**config.mk**
```make
export PLATFORM = sky130hd
export DESIGN_NAME = pipeline_hazard_ctrl
export DESIGN_NICKNAME = d
export VERILOG_FILES = /design/src/rtl/pipe_ctrl_pkg.sv /design/src/rtl/hazard_detect_comb.sv /design/src/rtl/pipeline_hazard_ctrl.sv
export SDC_FILE = /design/constraint.sdc
export NUM_CORES = 1
export LEC_CHECK = 0
export CAP_MARGIN = 20
export CORE_MARGIN = 2
export CORE_UTILIZATION = 49
export DETAILED_ROUTE_END_ITERATION = 8
export GPL_TIMING_DRIVEN = 0
export PLACE_DENSITY_LB_ADDON = 0.1
export SYNTH_ARGS = -nofsm -noshare
export SYNTH_HDL_FRONTEND = slang
export SYNTH_HIERARCHICAL = 1
export SYNTH_SLANG_ARGS = --single-unit
```
**constraint.sdc**
```tcl
create_clock -name clk -period 3.6 [get_ports clk]
set_input_delay 0.36 -clock clk [delete_from_list [all_inputs] [get_ports clk]]
set_output_delay 0.36 -clock clk [all_outputs]
set_load 0.02 [all_outputs]
```
**src/rtl/pipe_ctrl_pkg.sv**
```systemverilog
// Shared definitions for the pipeline hazard controller: sequencer state
// encodings, pipeline-register stage indices and the hardwired zero register.
package pipe_ctrl_pkg;

  // Sequencer states
  typedef enum logic [1:0] {
    ST_RUN       = 2'd0,
    ST_MEM_WAIT  = 2'd1,
    ST_IRQ_DRAIN = 2'd2
  } pipe_state_e;

  // Pipeline-register indices used for the per-stage enable/bubble vectors
  localparam int unsigned STG_IFID   = 0;
  localparam int unsigned STG_IDEX   = 1;
  localparam int unsigned STG_EXMEM  = 2;
  localparam int unsigned STG_MEMWB  = 3;
  localparam int unsigned NUM_STAGES = 4;

  // Register $zero never carries a real dependency
  localparam logic [4:0] REG_ZERO = 5'd0;

endpackage : pipe_ctrl_pkg

```
**src/rtl/hazard_detect_comb.sv**
```systemverilog
// Pure combinational load-use detector: flags when the load currently in EX
// writes a register that the instruction in ID is about to read.
module hazard_detect_comb
  import pipe_ctrl_pkg::*;
(
  input  logic [4:0] id_rs,
  input  logic [4:0] id_rt,
  input  logic       id_uses_rt,
  input  logic       ex_mem_read,
  input  logic [4:0] ex_rt,
  output logic       load_use
);

  logic rs_match;
  logic rt_match;

  assign rs_match = (ex_rt == id_rs);
  // rt only matters when the ID instruction actually reads it as a source
  assign rt_match = id_uses_rt && (ex_rt == id_rt);
  // A load into $zero produces no value that anyone can depend on
  assign load_use = ex_mem_read && (ex_rt != REG_ZERO) && (rs_match || rt_match);

endmodule : hazard_detect_comb

```
**src/rtl/pipeline_hazard_ctrl.sv**
```systemverilog
// Central sequencer for the PC and the IF/ID, ID/EX, EX/MEM, MEM/WB pipeline
// registers: load-use stalls, branch/jump squashes, data-memory wait states
// and interrupt entry (drain older instructions, then fetch the vector).
// Optional build macro PIPE_CTRL_STATS_EN adds Stall_Count, Flush_Count and
// Mem_Wait_Count event counters.
module pipeline_hazard_ctrl
  import pipe_ctrl_pkg::*;
#(
  parameter int unsigned MEM_TIMEOUT  = 256,
  parameter int unsigned DRAIN_CYCLES = 3
) (
  input  logic        clk,
  input  logic        reset,
  input  logic [4:0]  IFID_Rs,
  input  logic [4:0]  IFID_Rt,
  input  logic        ID_UsesRt,
  input  logic        ID_Jump,
  input  logic        IDEX_MemRead,
  input  logic [4:0]  IDEX_Rt,
  input  logic        EX_BranchTaken,
  input  logic        Mem_Busy,
  input  logic        Irq,
  input  logic        Eret,
  output logic        PC_Write,
  output logic        Irq_Vec_Sel,
  output logic        IFID_Write,
  output logic        IFID_Flush,
  output logic        IDEX_Write,
  output logic        IDEX_Flush,
  output logic        EXMEM_Write,
  output logic        EXMEM_Flush,
  output logic        MEMWB_Write,
  output logic        MEMWB_Flush,
  output logic        Irq_Take,
  output logic        Kernel,
  output logic        Mem_Timeout
`ifdef PIPE_CTRL_STATS_EN
  ,
  output logic [31:0] Stall_Count,
  output logic [31:0] Flush_Count,
  output logic [31:0] Mem_Wait_Count
`endif
);

  localparam int unsigned WAIT_W = (MEM_TIMEOUT > 1) ? $clog2(MEM_TIMEOUT) : 1;
  localparam logic [WAIT_W-1:0] WAIT_MAX   = WAIT_W'(MEM_TIMEOUT - 1);
  localparam logic [3:0]        DRAIN_INIT = 4'(DRAIN_CYCLES - 1);

  pipe_state_e       state_reg, state_next;
  logic [WAIT_W-1:0] wait_cnt_reg, wait_cnt_next;
  logic [3:0]        drain_cnt_reg, drain_cnt_next;
  logic              kernel_reg, kernel_next;
  logic              timeout_reg, timeout_next;

  logic              load_use;
  logic              in_drain;
  logic              run_eval;
  logic              r_branch, r_lu, r_jump, r_irq;
  logic              drain_last;
  logic [WAIT_W-1:0] wait_inc;

  // Raw per-stage enables/bubbles before reset gating and exclusivity
  logic [NUM_STAGES-1:0] wr_raw, fl_raw;
  logic [NUM_STAGES-1:0] wr_out, fl_out;
  logic                  pc_raw, vec_raw, take_raw;

  hazard_detect_comb u_hazard (
    .id_rs       (IFID_Rs),
    .id_rt       (IFID_Rt),
    .id_uses_rt  (ID_UsesRt),
    .ex_mem_read (IDEX_MemRead),
    .ex_rt       (IDEX_Rt),
    .load_use    (load_use)
  );

  // Rule decode shared by next-state and output logic. MEM_WAIT with the
  // memory ready is evaluated exactly like RUN, so only "busy" and "drain"
  // need special handling; everything else falls into the priority chain.
  assign in_drain   = (state_reg == ST_IRQ_DRAIN);
  assign run_eval   = !in_drain && !Mem_Busy;
  assign r_branch   = run_eval && EX_BranchTaken;
  assign r_lu       = run_eval && !EX_BranchTaken && load_use;
  assign r_jump     = run_eval && !EX_BranchTaken && !load_use && ID_Jump;
  assign r_irq      = run_eval && !EX_BranchTaken && !load_use && !ID_Jump &&
                      Irq && !kernel_reg && !Eret;
  assign drain_last = in_drain && !Mem_Busy && (drain_cnt_reg == 4'd0);
  assign wait_inc   = (wait_cnt_reg == WAIT_MAX) ? WAIT_MAX : wait_cnt_reg + 1'b1;

  // State register: sequencer state, wait/drain counters, Kernel and timeout flag
  always_ff @(posedge clk or posedge reset) begin
    if (reset) begin
      state_reg     <= ST_RUN;
      wait_cnt_reg  <= '0;
      drain_cnt_reg <= 4'd0;
      kernel_reg    <= 1'b0;
      timeout_reg   <= 1'b0;
    end else begin
      state_reg     <= state_next;
      wait_cnt_reg  <= wait_cnt_next;
      drain_cnt_reg <= drain_cnt_next;
      kernel_reg    <= kernel_next;
      timeout_reg   <= timeout_next;
    end
  end

  // Next-state logic: memory freeze dominates, then drain progress, then IRQ entry
  always_comb begin
    state_next     = ST_RUN;
    wait_cnt_next  = '0;
    drain_cnt_next = drain_cnt_reg;
    kernel_next    = kernel_reg;
    timeout_next   = timeout_reg;

    if (Mem_Busy) begin
      // Freeze: drain stays put with its counter held
      wait_cnt_next = wait_inc;
      if (wait_inc == WAIT_MAX)
        timeout_next = 1'b1;
      state_next = in_drain ? ST_IRQ_DRAIN : ST_MEM_WAIT;
    end else begin
      case (state_reg)
        ST_RUN, ST_MEM_WAIT: begin
          if (r_irq) begin
            state_next     = ST_IRQ_DRAIN;
            drain_cnt_next = DRAIN_INIT;
          end else begin
            state_next = ST_RUN;
          end
        end
        ST_IRQ_DRAIN: begin
          if (drain_last) begin
            state_next = ST_RUN;
          end else begin
            state_next     = ST_IRQ_DRAIN;
            drain_cnt_next = drain_cnt_reg - 4'd1;
          end
        end
        default: state_next = ST_RUN;
      endcase
    end

    // Handler entry wins over a coincident return pulse
    if (drain_last)
      kernel_next = 1'b1;
    else if (Eret)
      kernel_next = 1'b0;
  end

  // Output logic: per-stage enables/bubbles from state and current inputs
  always_comb begin
    pc_raw   = 1'b1;
    vec_raw  = 1'b0;
    take_raw = 1'b0;
    wr_raw   = '1;
    fl_raw   = '0;

    if (Mem_Busy) begin
      pc_raw            = 1'b0;
      wr_raw[STG_IFID]  = 1'b0;
      wr_raw[STG_IDEX]  = 1'b0;
      wr_raw[STG_EXMEM] = 1'b0;
      fl_raw[STG_MEMWB] = 1'b1;
    end else if (in_drain) begin
      // Older instructions advance; no new ones enter until the vector fetch
      pc_raw           = drain_last;
      vec_raw          = drain_last;
      wr_raw[STG_IFID] = 1'b0;
      fl_raw[STG_IDEX] = 1'b1;
    end else if (r_branch) begin
      fl_raw[STG_IFID] = 1'b1;
      fl_raw[STG_IDEX] = 1'b1;
    end else if (r_lu) begin
      pc_raw           = 1'b0;
      wr_raw[STG_IFID] = 1'b0;
      fl_raw[STG_IDEX] = 1'b1;
    end else if (r_jump) begin
      fl_raw[STG_IFID] = 1'b1;
    end else if (r_irq) begin
      take_raw         = 1'b1;
      pc_raw           = 1'b0;
      fl_raw[STG_IFID] = 1'b1;
      fl_raw[STG_IDEX] = 1'b1;
    end
  end

  // A bubbled stage is never also enabled; everything reads 0 while in reset
  generate
    for (genvar gi = 0; gi < NUM_STAGES; gi++) begin : g_stage
      assign wr_out[gi] = !reset && wr_raw[gi] && !fl_raw[gi];
      assign fl_out[gi] = !reset && fl_raw[gi];
    end
  endgenerate

  assign PC_Write    = !reset && pc_raw;
  assign Irq_Vec_Sel = !reset && vec_raw;
  assign Irq_Take    = !reset && take_raw;
  assign IFID_Write  = wr_out[STG_IFID];
  assign IFID_Flush  = fl_out[STG_IFID];
  assign IDEX_Write  = wr_out[STG_IDEX];
  assign IDEX_Flush  = fl_out[STG_IDEX];
  assign EXMEM_Write = wr_out[STG_EXMEM];
  assign EXMEM_Flush = fl_out[STG_EXMEM];
  assign MEMWB_Write = wr_out[STG_MEMWB];
  assign MEMWB_Flush = fl_out[STG_MEMWB];
  assign Kernel      = kernel_reg;
  assign Mem_Timeout = timeout_reg;

`ifdef PIPE_CTRL_STATS_EN
  logic [31:0] stall_cnt_reg, flush_cnt_reg, mem_wait_cnt_reg;

  // Event counters: load-use stalls, squash cycles and memory wait cycles
  always_ff @(posedge clk or posedge reset) begin
    if (reset) begin
      stall_cnt_reg    <= 32'd0;
      flush_cnt_reg    <= 32'd0;
      mem_wait_cnt_reg <= 32'd0;
    end else begin
      if (r_lu)
        stall_cnt_reg <= stall_cnt_reg + 32'd1;
      if (r_branch || r_jump || r_irq)
        flush_cnt_reg <= flush_cnt_reg + 32'd1;
      if (Mem_Busy)
        mem_wait_cnt_reg <= mem_wait_cnt_reg + 32'd1;
    end
  end

  assign Stall_Count    = stall_cnt_reg;
  assign Flush_Count    = flush_cnt_reg;
  assign Mem_Wait_Count = mem_wait_cnt_reg;
`endif

endmodule : pipeline_hazard_ctrl

```
==> metrics.txt <==
final slew viol count 0; share of layout cells above drive strength 1 11.4%; Final nets around 190; initial DRC count 26; RSZ-0062 raised after global routing false; via count 1094; largest cells by area after synthesis dfrtp_1 (35%), xor2_1 (7.7%), nor2_1 (3.9%); Final Hold Fails 0; most common flop cell mapped by yosys dfrtp_1; Synth cell types 40; clock power share 28.7%; Tcrit/Tclk final 85.4%; Seq/Total Area, Yosys about a third; max_slew headroom roughly three fifths; routed wire length roughly 2600 µm; DRC 0; status finished, final reports clean; Setup WS post-layout between 500 and 600 ps; synth warn 6; power per cell area 268 mW/mm²; Placer Congestion about 0.8; most frequent cells in the layout clkdlybuf4s50_1 (34), dfrtp_1 (16), nor2_1 (12); Routed Antenna Nets 0; Sink Count 16; Sw Pwr 0.114 mW; post-CTS sizing 0; Leak roughly 0.64 nW; initial antenna violation count 0; design area between 0.0015 and 0.002 mm²; Post-CTS Setup Bufs 0; Area Growth Syn to Fin 36.0%; number of H-tree levels 1; crit-path max FO 5; Most common cell on crit path clkdlybuf4s50_1; CP Cell Sequence clkdlybuf4s50_1 > or4_1 > o21ai_1 > a21oi_1 > nor4_2 > nor2b_1 > clkdlybuf4s50_1; WP data arrival approximately 2700 ps; post-detail-place hpwl 2130 µm; Placement Rows 17; Crit. End Element primary output; WP buf/inv 2; CTS Buf Count 3; Max-Cap Viols 0; drt pass-1 iters 4; later-pin clock latency in the skew report 290 ps; WL per Instance approximately 14 µm; Worst Hold Class input port to flop; setup TNS 0 ps; pre-CTS setup slack ~550 ps; Post-Syn Area between 0.001 and 0.0015 mm²; largest net degree at the start of global routing 17; CP Launch Type input port; cell accounting for the most synthesized area dfrtp_1; measured slew at the worst slew-check pin 601 ps; area share of the largest cell type after synthesis about a third; fill count ~180; die width 52.3 µm; Port Buffers 34; switching share of power 27.3%; final setup violation count 0; Via density 5.61; critical path required time 3240 ps; max incr delay on CP 610 ps; crit path time final between 3000 and 4000 ps; Root Driver clkbuf_4; CP delay by family, top buffers and inverters; die area 0.00274 mm²; commonest non-fill, non-tap cell in the layout clkdlybuf4s50_1; hold_buf cts 0; clock slew at reported path FFs 100 ps; Internal Power 0.303 mW; Async SR Flop Fraction 100%; GRT Total Usage 21.3%; Comb pwr share 23.8%; max FFs per register 8; Clock Path Buffers 2; Initial Util 51.7%; Syn Nets approximately 160; Slowest-stage cell, CP clkdlybuf4s50_1; Avg Cell Area, Syn 8.87 µm²; number of flops mapped to enable cells by yosys 0; GRT overflow 0; dpl cell area about 0.0015 mm²; cells after synthesis between 100 and 150; kind of critical path input port to primary output; FF+latch count, synth 16; CTS tree built; chip height between 50 and 60 µm; IO Pins 37; Max Clk Rate 325 MHz; n_diodes 0; peak supply drop 0.149 mV; vias in the first global route between 1000 and 1500; Setup Skew ~5 ps; first-pass GRT wire length 4370 µm; Flop pwr share a little under half; core area 0.00221 mm²
power groups by stage:
| stage | clock [mW] | sequential (mW) | combinational [mW] |
|---|---|---|---|
| after floorplan | 0 | 0.199 | 0.0533 |
| after global placement | 0 | 0.200 | 0.0968 |
| after detailed placement | 0 | 0.201 | 0.100 |
| after CTS | 0.121 | 0.197 | 0.101 |
| after global routing | 0.128 | 0.199 | 0.109 |
| final | 0.120 | 0.198 | 0.0995 |
cells in the mapped netlist (2+ instances only):
library cell and count:
nor2_1 12, a31oi_1 2, nand2_1 11, nor2b_1 5
nor3_1 4, o21bai_1 2, o21ai_0 4, buf_4 4
nand2b_1 3, xor2_1 10, nand3_1 6, xnor2_1 5
ha_1 2, nor4_2 2, dfrtp_1 16, a21oi_1 6
o21a_1 5, inv_1 7, and3_2 2
per-stage QoR:
step                cells  power (mW)  hold WS, ps  utilization [%]
finish                195       0.417          385             70.3
global route          195       0.436          380             70.3
CTS                   195       0.419          389             70.3
detailed placement    191       0.301          455             68.7
global placement      191       0.297          457             68.7
floorplan             129       0.252          274                -
logic make-up (layout without fill, tap and decap cells):
| logic type | after synthesis | after routing | share of synthesized area, % |
|---|---|---|---|
| AO/OA/AOI/OAI | 26 | 26 | 15.6 |
| other | 1 | 1 | 0.328 |
| AND/OR/NAND/NOR | 55 | 55 | 28.8 |
| multiplexers | 1 | 1 | 0.985 |
| XOR/XNOR | 15 | 15 | 11.5 |
| buffers and inverters | 13 | 51 | 5.58 |
| adder cells (fa/ha/maj) | 2 | 2 | 2.19 |
| flip-flops | 16 | 16 | 35.0 |
final cells by class:
class,count,area (µm²),area share [%]
plain buffers,5,33.8,2.17
clock buffers,4,36.3,2.33
inverters,8,30.0,1.93
multi-input cells,100,679,43.7
flip-flops and latches,16,400,25.7
well taps,28,35.0,2.25
repair buffers,34,340,21.9
layer usage:
metal | GRT usage [%] | vias up | wire length, µm
met5 | 0 | - | 0
met4 | 8.97 | 0 | 44
met3 | 5.14 | 4 | 241
met2 | 38.8 | 49 | 1300
met1 | 23.3 | 520 | 1050
li1 | - | 521 | -
path summary, 6_finish.rpt:
kind	cells past startpoint	endpoint	from	slack [ps]
min in group asynchronous	2	wait_cnt_reg[7]	reset	550
hold / removal	2	Mem_Timeout	Mem_Busy	390
max in group asynchronous	2	wait_cnt_reg[2]	reset	2660
setup / recovery	7	IFID_Write	IDEX_Rt[4]	530
hold reg to reg	1	Mem_Timeout	Mem_Timeout	480
setup reg to reg	6	Mem_Timeout	wait_cnt_reg[0]	1930
Note: power is estimated with default switching activity, not from simulation.
